### src/rtl/rpm_pkg.sv
// Shared types and default constants for the crank-tooth period front end.
// Holds the sequencer state encoding and the default sample width and moving-sum depth.
package rpm_pkg;

    localparam int DEF_LENGTH_INPUT = 16;
    localparam int DEF_COUNT_SUMS   = 16;

    localparam logic [DEF_LENGTH_INPUT-1:0] PERIOD_MAX = '1;

    typedef enum logic [2:0] {
        ST_IDLE,
        ST_SYNC,
        ST_FILL,
        ST_RUN,
        ST_FLUSH
    } rpm_state_e;

    // States in which the period counter runs and tooth edges are qualified.
    function automatic logic is_tracking(input rpm_state_e s);
        return (s == ST_SYNC) || (s == ST_FILL) || (s == ST_RUN);
    endfunction

endpackage

### src/rtl/rpm_period_counter.sv
// Prescaled, saturating tooth-period counter.
// The clear cycle counts as the first prescaler cycle, so count = elapsed_clk / PRESCALE.
module rpm_period_counter
    import rpm_pkg::*;
#(
    parameter int PRESCALE = 4,
    parameter int WIDTH    = DEF_LENGTH_INPUT
) (
    input  logic             clk,
    input  logic             reset,
    input  logic             clear,
    input  logic             en,
    output logic [WIDTH-1:0] count,
    output logic             at_max
);

    localparam int PW = (PRESCALE > 1) ? $clog2(PRESCALE) : 1;
    localparam logic [PW-1:0]    PRE_LAST    = PW'(PRESCALE - 1);
    localparam logic [PW-1:0]    PRE_RESTART = PW'(1 % PRESCALE);
    localparam logic [WIDTH-1:0] CNT_MAX     = '1;

    logic [PW-1:0]    presc_q, presc_d;
    logic [WIDTH-1:0] count_q, count_d;

    always_comb begin
        // NOTE: every next-state signal gets a default first so no path leaves it unassigned (no latch).
        presc_d = presc_q;
        count_d = count_q;
        if (clear) begin
            presc_d = PRE_RESTART;
            count_d = '0;
        end else if (en) begin
            if (presc_q == PRE_LAST) begin
                presc_d = '0;
                if (count_q != CNT_MAX) begin
                    count_d = count_q + WIDTH'(1);
                end
            end else begin
                presc_d = presc_q + PW'(1);
            end
        end
    end

    always_ff @(posedge clk or negedge reset) begin
        // NOTE: state registers use non-blocking assignments so all flops update together at the edge.
        if (!reset) begin
            presc_q <= '0;
            count_q <= '0;
        end else begin
            presc_q <= presc_d;
            count_q <= count_d;
        end
    end

    assign count  = count_q;
    assign at_max = (count_q == CNT_MAX);

endmodule

### src/rtl/rpm_period_sequencer.sv
// Tooth-period sequencer feeding the RPM moving-sum shift register.
// Qualifies edges, pushes periods, tracks fill state and flushes the chain on stall.
module rpm_period_sequencer
    import rpm_pkg::*;
#(
    parameter int PRESCALE     = 4,
    parameter int LENGTH_INPUT = DEF_LENGTH_INPUT,
    parameter int COUNT_SUMS   = DEF_COUNT_SUMS,
    parameter int MIN_PERIOD   = 8
) (
    input  logic                    clk,
    input  logic                    reset,
    input  logic                    tooth_edge,
    output logic [LENGTH_INPUT-1:0] sample_out,
    output logic                    sample_en,
    output logic                    sum_valid,
    output logic                    engine_stopped
);

    localparam int FW = $clog2(COUNT_SUMS + 1);
    localparam logic [FW-1:0]           FILL_TARGET = FW'(COUNT_SUMS);
    localparam logic [LENGTH_INPUT-1:0] MIN_COUNT   = LENGTH_INPUT'(MIN_PERIOD);

    rpm_state_e              state_q, state_d;
    logic [FW-1:0]           fill_q, fill_d, fill_next;
    logic [FW-1:0]           flush_q, flush_d;
    logic [LENGTH_INPUT-1:0] sample_q, sample_d;
    logic                    en_q, en_d;
    logic                    valid_q, valid_d;
    logic                    stopped_q, stopped_d;

    logic [LENGTH_INPUT-1:0] count;
    logic                    at_max;
    logic                    tracking;
    logic                    accept;

    assign tracking  = is_tracking(state_q);
    assign accept    = tracking && tooth_edge && (count >= MIN_COUNT);
    assign fill_next = (state_q == ST_SYNC) ? FW'(1) : fill_q + FW'(1);

    // Counter only runs while tracking; an accepted edge restarts it ahead of any tick.
    rpm_period_counter #(
        .PRESCALE (PRESCALE),
        .WIDTH    (LENGTH_INPUT)
    ) u_counter (
        .clk    (clk),
        .reset  (reset),
        .clear  (accept || !tracking),
        .en     (tracking),
        .count  (count),
        .at_max (at_max)
    );

    always_comb begin
        state_d   = state_q;
        fill_d    = fill_q;
        flush_d   = flush_q;
        sample_d  = sample_q;
        en_d      = 1'b0;
        valid_d   = valid_q;
        stopped_d = stopped_q;
        unique case (state_q)
            ST_IDLE: begin
                if (tooth_edge) begin
                    state_d = ST_SYNC;
                end
            end
            ST_SYNC, ST_FILL, ST_RUN: begin
                if (accept) begin
                    en_d      = 1'b1;
                    sample_d  = count;
                    stopped_d = 1'b0;
                    if (state_q != ST_RUN) begin
                        fill_d  = fill_next;
                        state_d = (fill_next == FILL_TARGET) ? ST_RUN : ST_FILL;
                        valid_d = (fill_next == FILL_TARGET);
                    end
                end else if (at_max) begin
                    // The first zero strobe is issued from the timeout cycle itself.
                    state_d  = ST_FLUSH;
                    en_d     = 1'b1;
                    sample_d = '0;
                    valid_d  = 1'b0;
                    flush_d  = FW'(1);
                end
            end
            ST_FLUSH: begin
                if (flush_q == FILL_TARGET) begin
                    state_d   = ST_IDLE;
                    stopped_d = 1'b1;
                    flush_d   = '0;
                    fill_d    = '0;
                end else begin
                    en_d     = 1'b1;
                    sample_d = '0;
                    flush_d  = flush_q + FW'(1);
                end
            end
            default: state_d = ST_IDLE;
        endcase
    end

    always_ff @(posedge clk or negedge reset) begin
        if (!reset) begin
            state_q   <= ST_IDLE;
            fill_q    <= '0;
            flush_q   <= '0;
            sample_q  <= '0;
            en_q      <= 1'b0;
            valid_q   <= 1'b0;
            stopped_q <= 1'b1;
        end else begin
            state_q   <= state_d;
            fill_q    <= fill_d;
            flush_q   <= flush_d;
            sample_q  <= sample_d;
            en_q      <= en_d;
            valid_q   <= valid_d;
            stopped_q <= stopped_d;
        end
    end

    assign sample_out     = sample_q;
    assign sample_en      = en_q;
    assign sum_valid      = valid_q;
    assign engine_stopped = stopped_q;

endmodule

### config.mk
export PLATFORM = sky130hd
export DESIGN_NAME = rpm_period_sequencer
export DESIGN_NICKNAME = d
export VERILOG_FILES = /design/src/rtl/rpm_pkg.sv /design/src/rtl/rpm_period_counter.sv /design/src/rtl/rpm_period_sequencer.sv
export SDC_FILE = /design/constraint.sdc
export NUM_CORES = 1
export LEC_CHECK = 0
export BUFFER_PORTS_ARGS = -buffer_cell sky130_fd_sc_hd__buf_2
export CAP_MARGIN = 40
export CORE_AREA = 4 4 81 83
export CTS_CLUSTER_DIAMETER = 200
export CTS_CLUSTER_SIZE = 14
export DETAILED_ROUTE_END_ITERATION = 12
export DIE_AREA = 0 0 85 87
export SLEW_MARGIN = 10
export SYNTH_ARGS = -nofsm -noshare
export SYNTH_HDL_FRONTEND = slang
export SYNTH_SLANG_ARGS = --single-unit
### constraint.sdc
create_clock -name clk -period 5.7 [get_ports clk]
set_clock_uncertainty 0.2 [all_clocks]
set_input_delay 1.14 -clock clk [delete_from_list [all_inputs] [get_ports clk]]
set_output_delay 1.14 -clock clk [all_outputs]
set_load 0.03 [all_outputs]
==> out/qor.txt <==
largest net degree at the start of global routing = 38
final hold viol count = 0
flop2flop setup slack = 2.94 ns
CP endpoint kind = register
Post-Synthesis Cells = 277
CTS root buffer = clkbuf_8
Initial Util = 0.433
initial antenna violation count = 0
Async SR Flop Fraction = 1.00
Slew @ Worst Pin = 0.738 ns
First-pass DRT Iterations = 4
CP max stage cell = or4_4
Crit Path Class = reg2reg
port bufs = 21
Top FF cell, synth = dfrtp_1
Hold Crit Class = reg2reg
H-tree Lvls = 2
Peak Freq = 362 MHz
DRC violations left = 0
wire per inst = 15.1 µm
Slew headroom = 0.507
largest delay contributor family on the critical path = simple AND/OR/NAND/NOR gates
startpoint types = register
post-place setup slack = 2.93 ns
row cnt = 28
Clock Pin Slew Worst Setup and Hold Paths = 0.09 ns
diode count = 0
endpoints failing setup = 0
Die Footprint = 0.00740 mm²
Routed Wire Length = 5580 µm
via count = 2058
Starting DRT DRC Count = 89
hpwl dp = 3890 µm
Worst path max stage delay = 0.59 ns
# resized after CTS = 0
critical path's most frequent cell = nand2_1
CTS tree = done
Crit path arrival time = 2.77 ns
vias in the first global route = 2068
Core Box Area = 0.00585 mm²
total CTS buffers = 5
Post-Syn Nets = 286
minimum clock period = 2.76 ns
Finished Layout Cells = 369
CTS Buffer Depth = 2
WP data required = 5.70 ns
Layout Cell Area excl Fill = 0.00278 mm²
Yosys cell types = 43
top-level I/O count = 22
number of routed nets with antenna violations = 0
routability cong. = 0.815
RSZ-0062 raised after global routing = false
share of cells above drive strength 1 = 0.126
grt total ovfl = 0
latest clock arrival within the worst-skew pair = 0.31 ns
first-pass GRT wire length = 9850 µm
Power per Cell Area = 314 mW/mm²
Mapped Avg Cell Area = 9.16 µm²
#FFs+latches synth = 50
Pleak = 1.27 nW
cts hold-fix bufs = 0
Cell Area, Placed = 0.00268 mm²
Final Cycle Share = 0.485
Crit Reg-Reg Startpoint = u_counter.count[3]$_DFFE_PN0P_
maximum vdd drop = 0.118 mV
worst path buffer plus inverter count = 0
total track usage = 0.165
Final Max Slew Viols = 0
final worst setup slack = 2.94 ns
placed cell count = 361
Post-CTS Setup Inserts = 0
Die Height = 87 µm
count leader, synth = dfrtp_1
min-delay src = u_counter.presc_q[0]$_DFFE_PN0P_
Yosys top cell by area = dfrtp_1
CP Max Fanout = 23
clk sinks = 50
maxcap violations = 0
setup TNS = 0 ns
area growth from synthesis to layout = 9.42%
CP startpoint = u_counter.count[3]$_DFFE_PN0P_
cell chain of the critical path = or4_4, o41a_1, nand2_1, nand2_1, a22o_1
status = finished, final reports clean
Post-synth EDFFs = 0
vias per cell = 5.58
Synth top area share = 0.483
register area share after synthesis = 0.494
die width = 85 µm
mapped cell area = 0.00254 mm²
Commonest cells post-synth = dfrtp_1 (49), nand2_1 (45), nor2_1 (29), nand3_1 (17)
nets = 302
synth warn = 0
Area contributors post-synth = dfrtp_1 (48%), nand2_1 (6.7%), nor2_1 (4.3%)
-- flip-flops by register name, indices dropped and copies added, names as in the netlist --
| name | count |
|---|---|
| flush_q | 5 |
| sample_en | 1 |
| sum_valid | 1 |
| state_q | 3 |
| engine_stopped | 1 |
| sample_out | 16 |
| u_counter.presc_q | 2 |
| u_counter.count | 16 |
| fill_q | 5 |
-- layout by cell type (no fill, tap or decap), drive strengths merged, types with 2 or more instances in the layout --
cell,count
o31ai,4
nand3,17
xnor2,5
xor2,12
a22oi,2
and4,3
nor4,2
o41ai,3
o22ai,2
a21oi,5
a31oi,4
nand2,46
and2,3
inv,8
buf,22
a22o,3
ha,6
and3,4
nor3,4
or4,4
clkbuf,7
o21ai,26
dfrtp,49
nand4,11
nor2,30
-- kinds of logic after synthesis --
family,Yosys count,share of synthesized area
AND/OR/NAND/NOR,130,0.246
AO/OA/AOI/OAI,53,0.137
flip-flops,50,0.494
buffers and inverters,21,0.0350
XOR/XNOR,17,0.0587
adder cells (fa/ha/maj),6,0.0296
-- cell type report --
type	instances	area [µm²]
clock buffers	7	86.3
clock inverters	1	5.00
fillers	553	3080
inverters	8	30.0
multi-input cells	206	1190
flip-flops and latches	50	1250
well taps	75	93.8
repair buffers	22	113
-- report_power, final --
part	total, mW	internal [mW]	switching [mW]
Sequential	0.433	0.391	0.0415
Clock	0.218	0.0983	0.120
Combinational	0.220	0.0731	0.147
-- metrics by stage --
| stage | util | hold WS [ns] | total power, mW |
|---|---|---|---|
| 5_1_grt | 0.474 | 0.307 | 0.929 |
| 2_1_floorplan | - | 0.250 | 0.605 |
| 4_1_cts | 0.474 | 0.287 | 0.878 |
| 3_3_place_gp | 0.459 | 0.277 | 0.658 |
| 6_report | 0.474 | 0.280 | 0.870 |
| 3_5_place_dp | 0.459 | 0.271 | 0.659 |
-- worst paths after layout --
kind                                                     to  cells past startpoint
max in group asynchronous    u_counter.count[9]$_DFFE_PN0P_                      2
hold / removal             u_counter.presc_q[0]$_DFFE_PN0P_                      1
min in group asynchronous             fill_q[3]$_DFFE_PN0P_                      1
setup / recovery                     flush_q[1]$_DFFE_PN0P_                      5
hold reg to reg            u_counter.presc_q[0]$_DFFE_PN0P_                      1
setup reg to reg                     flush_q[1]$_DFFE_PN0P_                      5
-- layer usage --
| metal | track usage | share of wire | vias up |
|---|---|---|---|
| li1 | - | - | 1010 |
| met1 | 0.214 | 0.46 | 996 |
| met2 | 0.277 | 0.49 | 44 |
| met3 | 0.0360 | 0.040 | 8 |
| met4 | 0.0489 | 0.013 | 0 |
| met5 | 0 | 0 | - |
(Power assumes the default switching activity.)
